`config.mk`:
```
export PLATFORM = sky130hd
export DESIGN_NAME = ifu_fetch_unit_flat
export DESIGN_NICKNAME = d
export VERILOG_FILES = /design/src/rtl/mips_pkg.sv /design/src/rtl/ifu_fetch_unit_if.sv /design/src/rtl/ifu_npc.sv /design/src/rtl/ifu_fetch_unit.sv /design/src/flat_wrapper.sv
export SDC_FILE = /design/constraint.sdc
export NUM_CORES = 1
export LEC_CHECK = 0
export ABC_CLOCK_PERIOD_IN_PS = 3000
export CAP_MARGIN = 30
export CORE_MARGIN = 3
export CORE_UTILIZATION = 43
export CTS_BUF_LIST = sky130_fd_sc_hd__clkbuf_16
export DETAILED_ROUTE_END_ITERATION = 8
export PLACE_DENSITY = 0.85
export SETUP_SLACK_MARGIN = 0.02
export SLEW_MARGIN = 20
export SYNTH_ARGS = -nofsm -noshare
export SYNTH_HDL_FRONTEND = slang
export SYNTH_SLANG_ARGS = --single-unit
```
`constraint.sdc`:
```
create_clock -name clk -period 3 [get_ports clk]
set_clock_uncertainty 0.15 [all_clocks]
set_input_delay 0.6 -clock clk [delete_from_list [all_inputs] [get_ports clk]]
set_output_delay 0.6 -clock clk [all_outputs]
set_load 0.005 [all_outputs]
```
`src/rtl/mips_pkg.sv`:
```
// Shared definitions for the multicycle MIPS core: NPC select encodings
// (also used by the controller), reset PC and fetch FSM states.
package mips_pkg;

   localparam logic [1:0]  NPC_PC4  = 2'b00;
   localparam logic [1:0]  NPC_J    = 2'b01;
   localparam logic [1:0]  NPC_JR   = 2'b10;
   localparam logic [1:0]  NPC_BEQ  = 2'b11;

   localparam logic [31:0] RESET_PC = 32'h0000_3000;

   typedef enum logic {
      ST_IDLE = 1'b0,
      ST_WAIT = 1'b1
   } ifu_state_e;

endpackage

```
`src/rtl/ifu_fetch_unit_if.sv`:
```
// Instruction memory fetch bus.
// Handshake: imem_req is raised by the fetch unit and held, together with a
// stable imem_addr, until the memory answers with imem_ack=1 for one cycle;
// imem_rdata is only meaningful in that ack cycle. Ack without req is ignored.
interface ifu_fetch_unit_if #(
   parameter int ADDR_W = 32
);
   logic              imem_req;
   logic [ADDR_W-1:0] imem_addr;
   logic              imem_ack;
   logic [31:0]       imem_rdata;

   modport master (output imem_req, output imem_addr,
                   input  imem_ack, input  imem_rdata);
   modport slave  (input  imem_req, input  imem_addr,
                   output imem_ack, output imem_rdata);
endinterface

```
`src/rtl/ifu_npc.sv`:
```
// Combinational next-PC calculator. All arithmetic wraps modulo 2^32.
module ifu_npc
   import mips_pkg::*;
(
   input  logic [31:0] pc,
   input  logic [31:0] pc_4,
   input  logic [25:0] instr_index,
   input  logic [15:0] imm16,
   input  logic [31:2] jr_target,
   input  logic [1:0]  npc_sel,
   output logic [31:0] npc
);

   logic [31:0] br_offset;

   // Sign-extended, word-scaled branch displacement.
   always_comb begin
      br_offset = {{14{imm16[15]}}, imm16, 2'b00};
   end

   // Select the next PC source; jr target is forced word aligned.
   always_comb begin
      npc = pc + 32'd4;
      case (npc_sel)
         NPC_PC4: npc = pc + 32'd4;
         NPC_J:   npc = {pc_4[31:28], instr_index, 2'b00};
         NPC_JR:  npc = {jr_target, 2'b00};
         NPC_BEQ: npc = pc_4 + br_offset;
         default: npc = pc + 32'd4;
      endcase
   end

endmodule

```
`src/rtl/ifu_fetch_unit.sv`:
```
// Instruction fetch stage: PC / IR / PC+4 registers, a two-state fetch FSM
// driving the instruction memory handshake, and IR field decode.
module ifu_fetch_unit
   import mips_pkg::*;
#(
   parameter logic [31:0] RESET_PC = mips_pkg::RESET_PC,
   parameter int          ADDR_W   = 32
)(
   input  logic                clk,
   input  logic                rst,
   input  logic                pc_wr,
   input  logic                ir_wr,
   input  logic [1:0]          npc_sel,
   input  logic [31:0]         gpr_ra,
   ifu_fetch_unit_if.master    imem,
   output logic                fetch_done,
   output logic                fetch_busy,
   output logic [31:0]         instr,
   output logic [5:0]          opcode,
   output logic [5:0]          funct,
   output logic [4:0]          rs,
   output logic [4:0]          rt,
   output logic [4:0]          rd,
   output logic [15:0]         imm16,
   output logic [ADDR_W-1:0]   pc,
   output logic [ADDR_W-1:0]   pc_4,
   output logic                misalign,
   output ifu_state_e          state
);

   ifu_state_e        state_nxt;
   logic [ADDR_W-1:0] fetch_pc;
   logic [31:0]       ir;
   logic [31:0]       npc;
   logic              start_fetch;
   logic              take_ack;

   ifu_npc u_npc (
      .pc          (pc),
      .pc_4        (pc_4),
      .instr_index (ir[25:0]),
      .imm16       (ir[15:0]),
      .jr_target   (gpr_ra[31:2]),
      .npc_sel     (npc_sel),
      .npc         (npc)
   );

   // Next-state logic: ir_wr only starts a fetch from IDLE, ack only ends one in WAIT.
   always_comb begin
      state_nxt   = state;
      start_fetch = 1'b0;
      take_ack    = 1'b0;
      case (state)
         ST_IDLE: begin
            if (ir_wr) begin
               start_fetch = 1'b1;
               state_nxt   = ST_WAIT;
            end
         end
         ST_WAIT: begin
            if (imem.imem_ack) begin
               take_ack  = 1'b1;
               state_nxt = ST_IDLE;
            end
         end
         default: state_nxt = ST_IDLE;
      endcase
   end

   // State, PC, IR and status registers; reset abandons any outstanding fetch.
   always_ff @(posedge clk) begin
      if (!rst) begin
         state      <= ST_IDLE;
         pc         <= RESET_PC;
         pc_4       <= RESET_PC + 32'd4;
         fetch_pc   <= RESET_PC;
         ir         <= 32'h0;
         fetch_done <= 1'b0;
         misalign   <= 1'b0;
      end else begin
         state      <= state_nxt;
         fetch_done <= take_ack;
         if (start_fetch) begin
            // pc here is the pre-update value even when pc_wr is also high.
            fetch_pc <= pc;
            pc_4     <= pc + 32'd4;
         end
         if (take_ack) begin
            ir <= imem.imem_rdata;
         end
         if (pc_wr) begin
            pc <= npc;
            if (npc_sel == NPC_JR && gpr_ra[1:0] != 2'b00) begin
               misalign <= 1'b1;
            end
         end
      end
   end

   // Bus outputs and IR field decode.
   always_comb begin
      imem.imem_req  = (state == ST_WAIT);
      imem.imem_addr = fetch_pc;
      fetch_busy     = (state == ST_WAIT);
      instr          = ir;
      opcode         = ir[31:26];
      rs             = ir[25:21];
      rt             = ir[20:16];
      rd             = ir[15:11];
      imm16          = ir[15:0];
      funct          = ir[5:0];
   end

endmodule

```
`src/flat_wrapper.sv`:
```
// flat-port wrapper written by rule: the top's interface ports become plain ports
module ifu_fetch_unit_flat import mips_pkg::*;
#(
   parameter logic [31:0] RESET_PC = mips_pkg::RESET_PC,
   parameter int          ADDR_W   = 32
)
  (clk, rst, pc_wr, ir_wr, npc_sel, gpr_ra, fetch_done, fetch_busy, instr, opcode, funct, rs, rt, rd, imm16, pc, pc_4, misalign, state, imem_imem_req, imem_imem_addr, imem_imem_ack, imem_imem_rdata);
  ifu_fetch_unit_if #(.ADDR_W(ADDR_W)) imem_i ();
  input  logic clk;
  input  logic rst;
  input  logic pc_wr;
  input  logic ir_wr;
  input  logic [1:0] npc_sel;
  input  logic [31:0] gpr_ra;
  output logic fetch_done;
  output logic fetch_busy;
  output logic [31:0] instr;
  output logic [5:0] opcode;
  output logic [5:0] funct;
  output logic [4:0] rs;
  output logic [4:0] rt;
  output logic [4:0] rd;
  output logic [15:0] imm16;
  output logic [ADDR_W-1:0] pc;
  output logic [ADDR_W-1:0] pc_4;
  output logic misalign;
  output ifu_state_e state;
  output wire logic [$bits(imem_i.imem_req)-1:0] imem_imem_req;
  output wire logic [$bits(imem_i.imem_addr)-1:0] imem_imem_addr;
  input wire logic [$bits(imem_i.imem_ack)-1:0] imem_imem_ack;
  input wire logic [$bits(imem_i.imem_rdata)-1:0] imem_imem_rdata;
  assign imem_imem_req = imem_i.imem_req;
  assign imem_imem_addr = imem_i.imem_addr;
  assign imem_i.imem_ack = imem_imem_ack;
  assign imem_i.imem_rdata = imem_imem_rdata;
  ifu_fetch_unit #(.RESET_PC(RESET_PC), .ADDR_W(ADDR_W)) u_core (.clk(clk), .rst(rst), .pc_wr(pc_wr), .ir_wr(ir_wr), .npc_sel(npc_sel), .gpr_ra(gpr_ra), .imem(imem_i), .fetch_done(fetch_done), .fetch_busy(fetch_busy), .instr(instr), .opcode(opcode), .funct(funct), .rs(rs), .rt(rt), .rd(rd), .imm16(imm16), .pc(pc), .pc_4(pc_4), .misalign(misalign), .state(state));
endmodule
```
## Word-level counts from Yosys, hierarchy flattened

Index checks and enable logic that the tools add are counted.

| word-level totals | value |
|---|---|
| bits of input ports | 71 |
| register bits | 131 |

| cells by class | value |
|---|---|
| add/subtract/negate cells | 2 |
| bitwise operators | 1 |
| reduce and logical (&&, ||, !) cells | 4 |
| equal/unequal tests | 3 |
| multiplexer cells | 7 |

Operator list:

| cell | number |
|---|---|
| 32-bit case mux with 4 select lines | 1 |
| 32-bit by 3-bit adder with 32-bit output (second input constant) | 1 |
| 32-bit adder | 1 |
| 1-bit two-way mux | 5 |
| 2-bit equality test (second input constant) | 2 |
| 2-bit by 1-bit equality test with 1-bit output (second input constant) | 1 |
| 2-bit logical NOT | 1 |
| 1-bit case mux with 2 select lines | 1 |
| 2-bit AND reduction | 1 |
| 2-bit nonzero test | 1 |
| 1-bit logical AND | 1 |
| 1-bit NOT | 1 |

## Longest topological paths before layout

| logic depth | value |
|---|---|
| depth in word-level cells | 3 |
| depth in mapped cells | 11 |
| depth with buffers taken out | 11 |

## By module

From an unflattened synthesis, not the netlist that was laid out.

| second synthesis, totals | value |
|---|---|
| cell total of the unflattened synthesis | 899 |
| area total of the unflattened synthesis | 7897.6 µm² |

Modules (own cells, without submodules):

| module | times used | area an instance (µm²) | cells an instance |
|---|---|---|---|
| ifu_fetch_unit | 1 | 5220.0 | 576 |
| ifu_npc | 1 | 2677.6 | 323 |

## Least setup slack after synthesis

No wires, ideal clock.

| timing | value |
|---|---|
| path kind | register -> register |
| start | reg u_core.ir[15], in the netlist u_core.instr[15] |
| end | reg u_core.pc[27] |
| setup time | 0.120 ns |
| cell stages (with the launch flop) | 10 |
| data required time | 2.730 ns |
| arrival time | 2.703 ns |
| setup slack | 0.027 ns |
| cell sequence | dfxtp_1 > ha_1 > a21oi_1 > o21ai_1 > a221o_1 > a21boi_1 > a311oi_1 > nor2_1 > o2111a_1 > a211o_1 |

| on the way | value |
|---|---|
| word-level cells in the longest chain between the ends | 2 |

Ends and longest elaborated chain:

| element | line | RTL |
|---|---|---|
| start: declaration | ifu_fetch_unit.sv:33 | `logic [31:0] ir;` |
| start signal: assignment | ifu_fetch_unit.sv:89 | `ir <= imem.imem_rdata;` |
| 32-bit adder | ifu_npc.sv:28 | `NPC_BEQ: npc = pc_4 + br_offset;` |
| 32-bit case mux with 4 select lines | ifu_npc.sv:24 | `case (npc_sel)` |
| end signal: assignment | ifu_fetch_unit.sv:92 | `pc <= npc;` |
| end: declaration | ifu_fetch_unit.sv:25 | `output logic [ADDR_W-1:0] pc,` |

Every way passes these cells.
A chain may end at the register's enable or synchronous reset.

## Worst setup path after layout

| timing | value |
|---|---|
| start | reg u_core.pc_4[3] |
| end | reg u_core.pc[27] |

| on the way | value |
|---|---|
| word-level cells in the longest chain between the ends | 2 |

Ends and longest elaborated chain:

| element | line | RTL |
|---|---|---|
| start: declaration | ifu_fetch_unit.sv:26 | `output logic [ADDR_W-1:0] pc_4,` |
| start signal: assignment | ifu_fetch_unit.sv:75 | `pc_4 <= RESET_PC + 32'd4;` |
| start signal: assignment | ifu_fetch_unit.sv:86 | `pc_4 <= pc + 32'd4;` |
| 32-bit adder | ifu_npc.sv:28 |  |
| 32-bit case mux with 4 select lines | ifu_npc.sv:24 |  |

Every way passes these cells.

==> results_dict.tcl <==
set metrics [dict create \
    drc 0 \
    coreArea_mm2 0.01809 \
    tightest_slew_ps 733.6 \
    slew_headroom_pct 50.91 \
    clock_sinks 129 \
    clockBufferDepth 2 \
    synth_area_mm2 0.007944 \
    clock_latency_ps 420 \
    synthTopCellsByCount "nand2_1, dfxtp_1, nor2_1" \
    crit_chain "ha_1 > a211oi_1 > nor2_1 > o211ai_1 > a21boi_1 > a311oi_1 > buf_4 > nor2_1 > o2111a_1 > a211o_1" \
    critPathArrivalTime_ps 3070 \
    std_cell_rows 49 \
    async_flop_share_pct 0 \
    numCtsBuffers 17 \
    drt-total-wl_mm 28.30 \
    grt_pass1_vias 7829 \
    multi_input_area_mm2 0.004687 \
    hold_violations 0 \
    place_ws_ps -2.177 \
    yosysTopAreaCell "dfxtp_1" \
    clkTransAtPathRegs_ps 60 \
    crit_path_frequent_cell "nor2_1" \
    fp.dieH_um 141.9 \
    critical_path_buf_inv_count 1 \
    syn_area_per_cell_um2 8.371 \
    powerDensity_mw_per_mm2 450.4 \
    clock.fmax_mhz 342.9 \
    stdcell_area_mm2 0.01129 \
    synth-seq-area-share_pct 32.51 \
    endpoint_kind "flip-flop" \
    final_core_util_pct 62.41 \
    io_pins 247 \
    setup.worst_path.start_class "flip-flop" \
    ff_latch_area_mm2 0.002582 \
    ys_warn_count 0 \
    die_x_um 141.9 \
    place_congestion 0.9864 \
    cts_setup_buffers 0 \
    critical-path-top-delay-family "compound AO/OA/AOI/OAI gates" \
    synth_edf_count 0 \
    drive_above_1_share_pct 11.94 \
    ys_types 77 \
    hold_class "flip-flop to flip-flop" \
    cp.required_ps 3160 \
    postCtsHoldBufs 0 \
    place_area_mm2 0.01067 \
    status "completed" \
    slew_viol_final 0 \
    dp_hpwl_mm 20.74 \
    worst_path_max_delay_cell "dfxtp_1" \
    clock-root-buffer "clkbuf_16" \
    crit_fanout 4 \
    p_leak_nw 4.636 \
    yosysMostFrequentCell "nand2_1" \
    antenna_found_initial 1 \
    rsz0062_at_grt "no" \
    grt_pass1_wl_mm 43.35 \
    start_util_pct 43.92 \
    die-area_mm2 0.02014 \
    postSynthCellCount 949 \
    synth-seq-cells 129 \
    yosysTopAreaCellShare_pct 32.51 \
    worst_hold_slack_ps 310.8 \
    grt_max_degree 101 \
    ys.flop_type "dfxtp_1" \
    path_class "flip-flop to flip-flop" \
    setup_violations 0 \
    grt-ovfl-total 0 \
    maxCapViolCount 0 \
    worst_slack_ps 83.69 \
    drt-pass1-iter-count 5 \
    ant_nets 0 \
    cts_tree "yes" \
    port_buffers 246 \
    setup-tns-final_ps 0 \
    synth_area_leaders "dfxtp_1, nand2_1, ha_1" \
    fin_crit_ps 2916 \
    wl_per_cell_um 19.94 \
    fillers 1505 \
    drt_iter0_drc 799 \
    cpPeakStageDelay_ps 370 \
    syn_nets 1051 \
    htreeDepth 4 \
    final_nets 1278 \
    via_count 8162 \
    syn2layout_area_growth_pct 42.10 \
    grt_usage_pct 27.27 \
    ir_drop_uv 367.8 \
    timing.final.crit_share_pct 97.21 \
    route.detailed.vias_per_inst 5.752 \
]
## stage by stage
step | power (mW) | cells
2_1_floorplan | 2.477 | 949
3_3_place_gp | 3.008 | 1386
3_5_place_dp | 3.025 | 1386
4_1_cts | 5.089 | 1418
5_1_grt | 5.275 | 1419
6_report | 5.084 | 1419
## registers in the layout (all words and copies together) (netlist names)
signal and flops:
u_core.fetch_busy 1, u_core.misalign 1, u_core.fetch_done 1, u_core.pc_4 30, u_core.pc 32, u_core.imem.imem_addr 32, u_core.instr 32
## layout by cell type (no fill, tap or decap), types with 21 or more instances in the layout
| master | instances |
|---|---|
| a21oi_1 | 51 |
| nor2_1 | 56 |
| ha_1 | 29 |
| nand2_1 | 132 |
| buf_4 | 70 |
| clkdlybuf4s50_1 | 244 |
| o211a_1 | 21 |
| xnor2_1 | 30 |
| a21boi_0 | 39 |
| inv_1 | 34 |
| dfxtp_1 | 129 |
| o21ai_0 | 44 |
| nand3_1 | 24 |
| a22o_1 | 32 |
## worst register-to-register path, delay by kind of cell, from the launching register on
| family | cells | cell delay, ps |
|---|---|---|
| AOI/OAI and AO/OA | 6 | 1640 |
| adders and majority gates | 1 | 260 |
| buffers and inverters | 1 | 180 |
| DFF | 1 | 370 |
| and+or+nand+nor | 2 | 210 |
## timing repair
| action | 4_1_cts | 5_1_grt |
|---|---|---|
| gates resized for setup | 1 | 7 |
| endpoints found under the setup margin | 1 | 7 |
| pin swaps | 0 | 3 |
## layer usage
layer / share of wire (%) / vias to the layer above / track usage, %
met5: 0 / - / 0
met4: 3.1 / 0 / 10.86
met3: 8.1 / 56 / 5.056
met2: 45 / 464 / 43.16
met1: 44 / 3837 / 36.93
li1: - / 3805 / -
## area by class of cell
class	count	share of cell area [%]
sequential	129	22.88
antenna	1	0.02217
clock inverter	15	1.363
multi-input combinational	679	41.52
tap	229	2.538
timing repair buffer	319	26.91
inverter	30	0.9976
clock buffer	17	3.769
## power by group
part / internal, mW / leakage, nW / switching (mW) / total, mW
clock: 1.29 / 0.297 / 0.786 / 2.07
sequential: 1.81 / 1.06 / 0.0927 / 1.90
combinational: 0.579 / 3.28 / 0.529 / 1.11
total: 3.68 / 4.64 / 1.41 / 5.08
## cells by family after synthesis
kind of cell             synth area share (%)
buffers and inverters                   9.230
XOR/XNOR                                5.402
adder cells (fa/ha/maj)                 4.977
multiplexers                            4.709
AND/OR/NAND/NOR                         17.67
AO/OA/AOI/OAI                           25.50
flip-flops                              32.51
## final timing paths
check	start	to	slack, ps	cells after the start
max	u_core.pc_4[3]	u_core.pc[27]	80	10
min	u_core.imem.imem_addr[8]	u_core.imem.imem_addr[8]	310	2
max reg2reg	u_core.pc_4[3]	u_core.pc[27]	80	10
min reg2reg	u_core.imem.imem_addr[8]	u_core.imem.imem_addr[8]	310	2
Power figures use the tool's default switching activity.
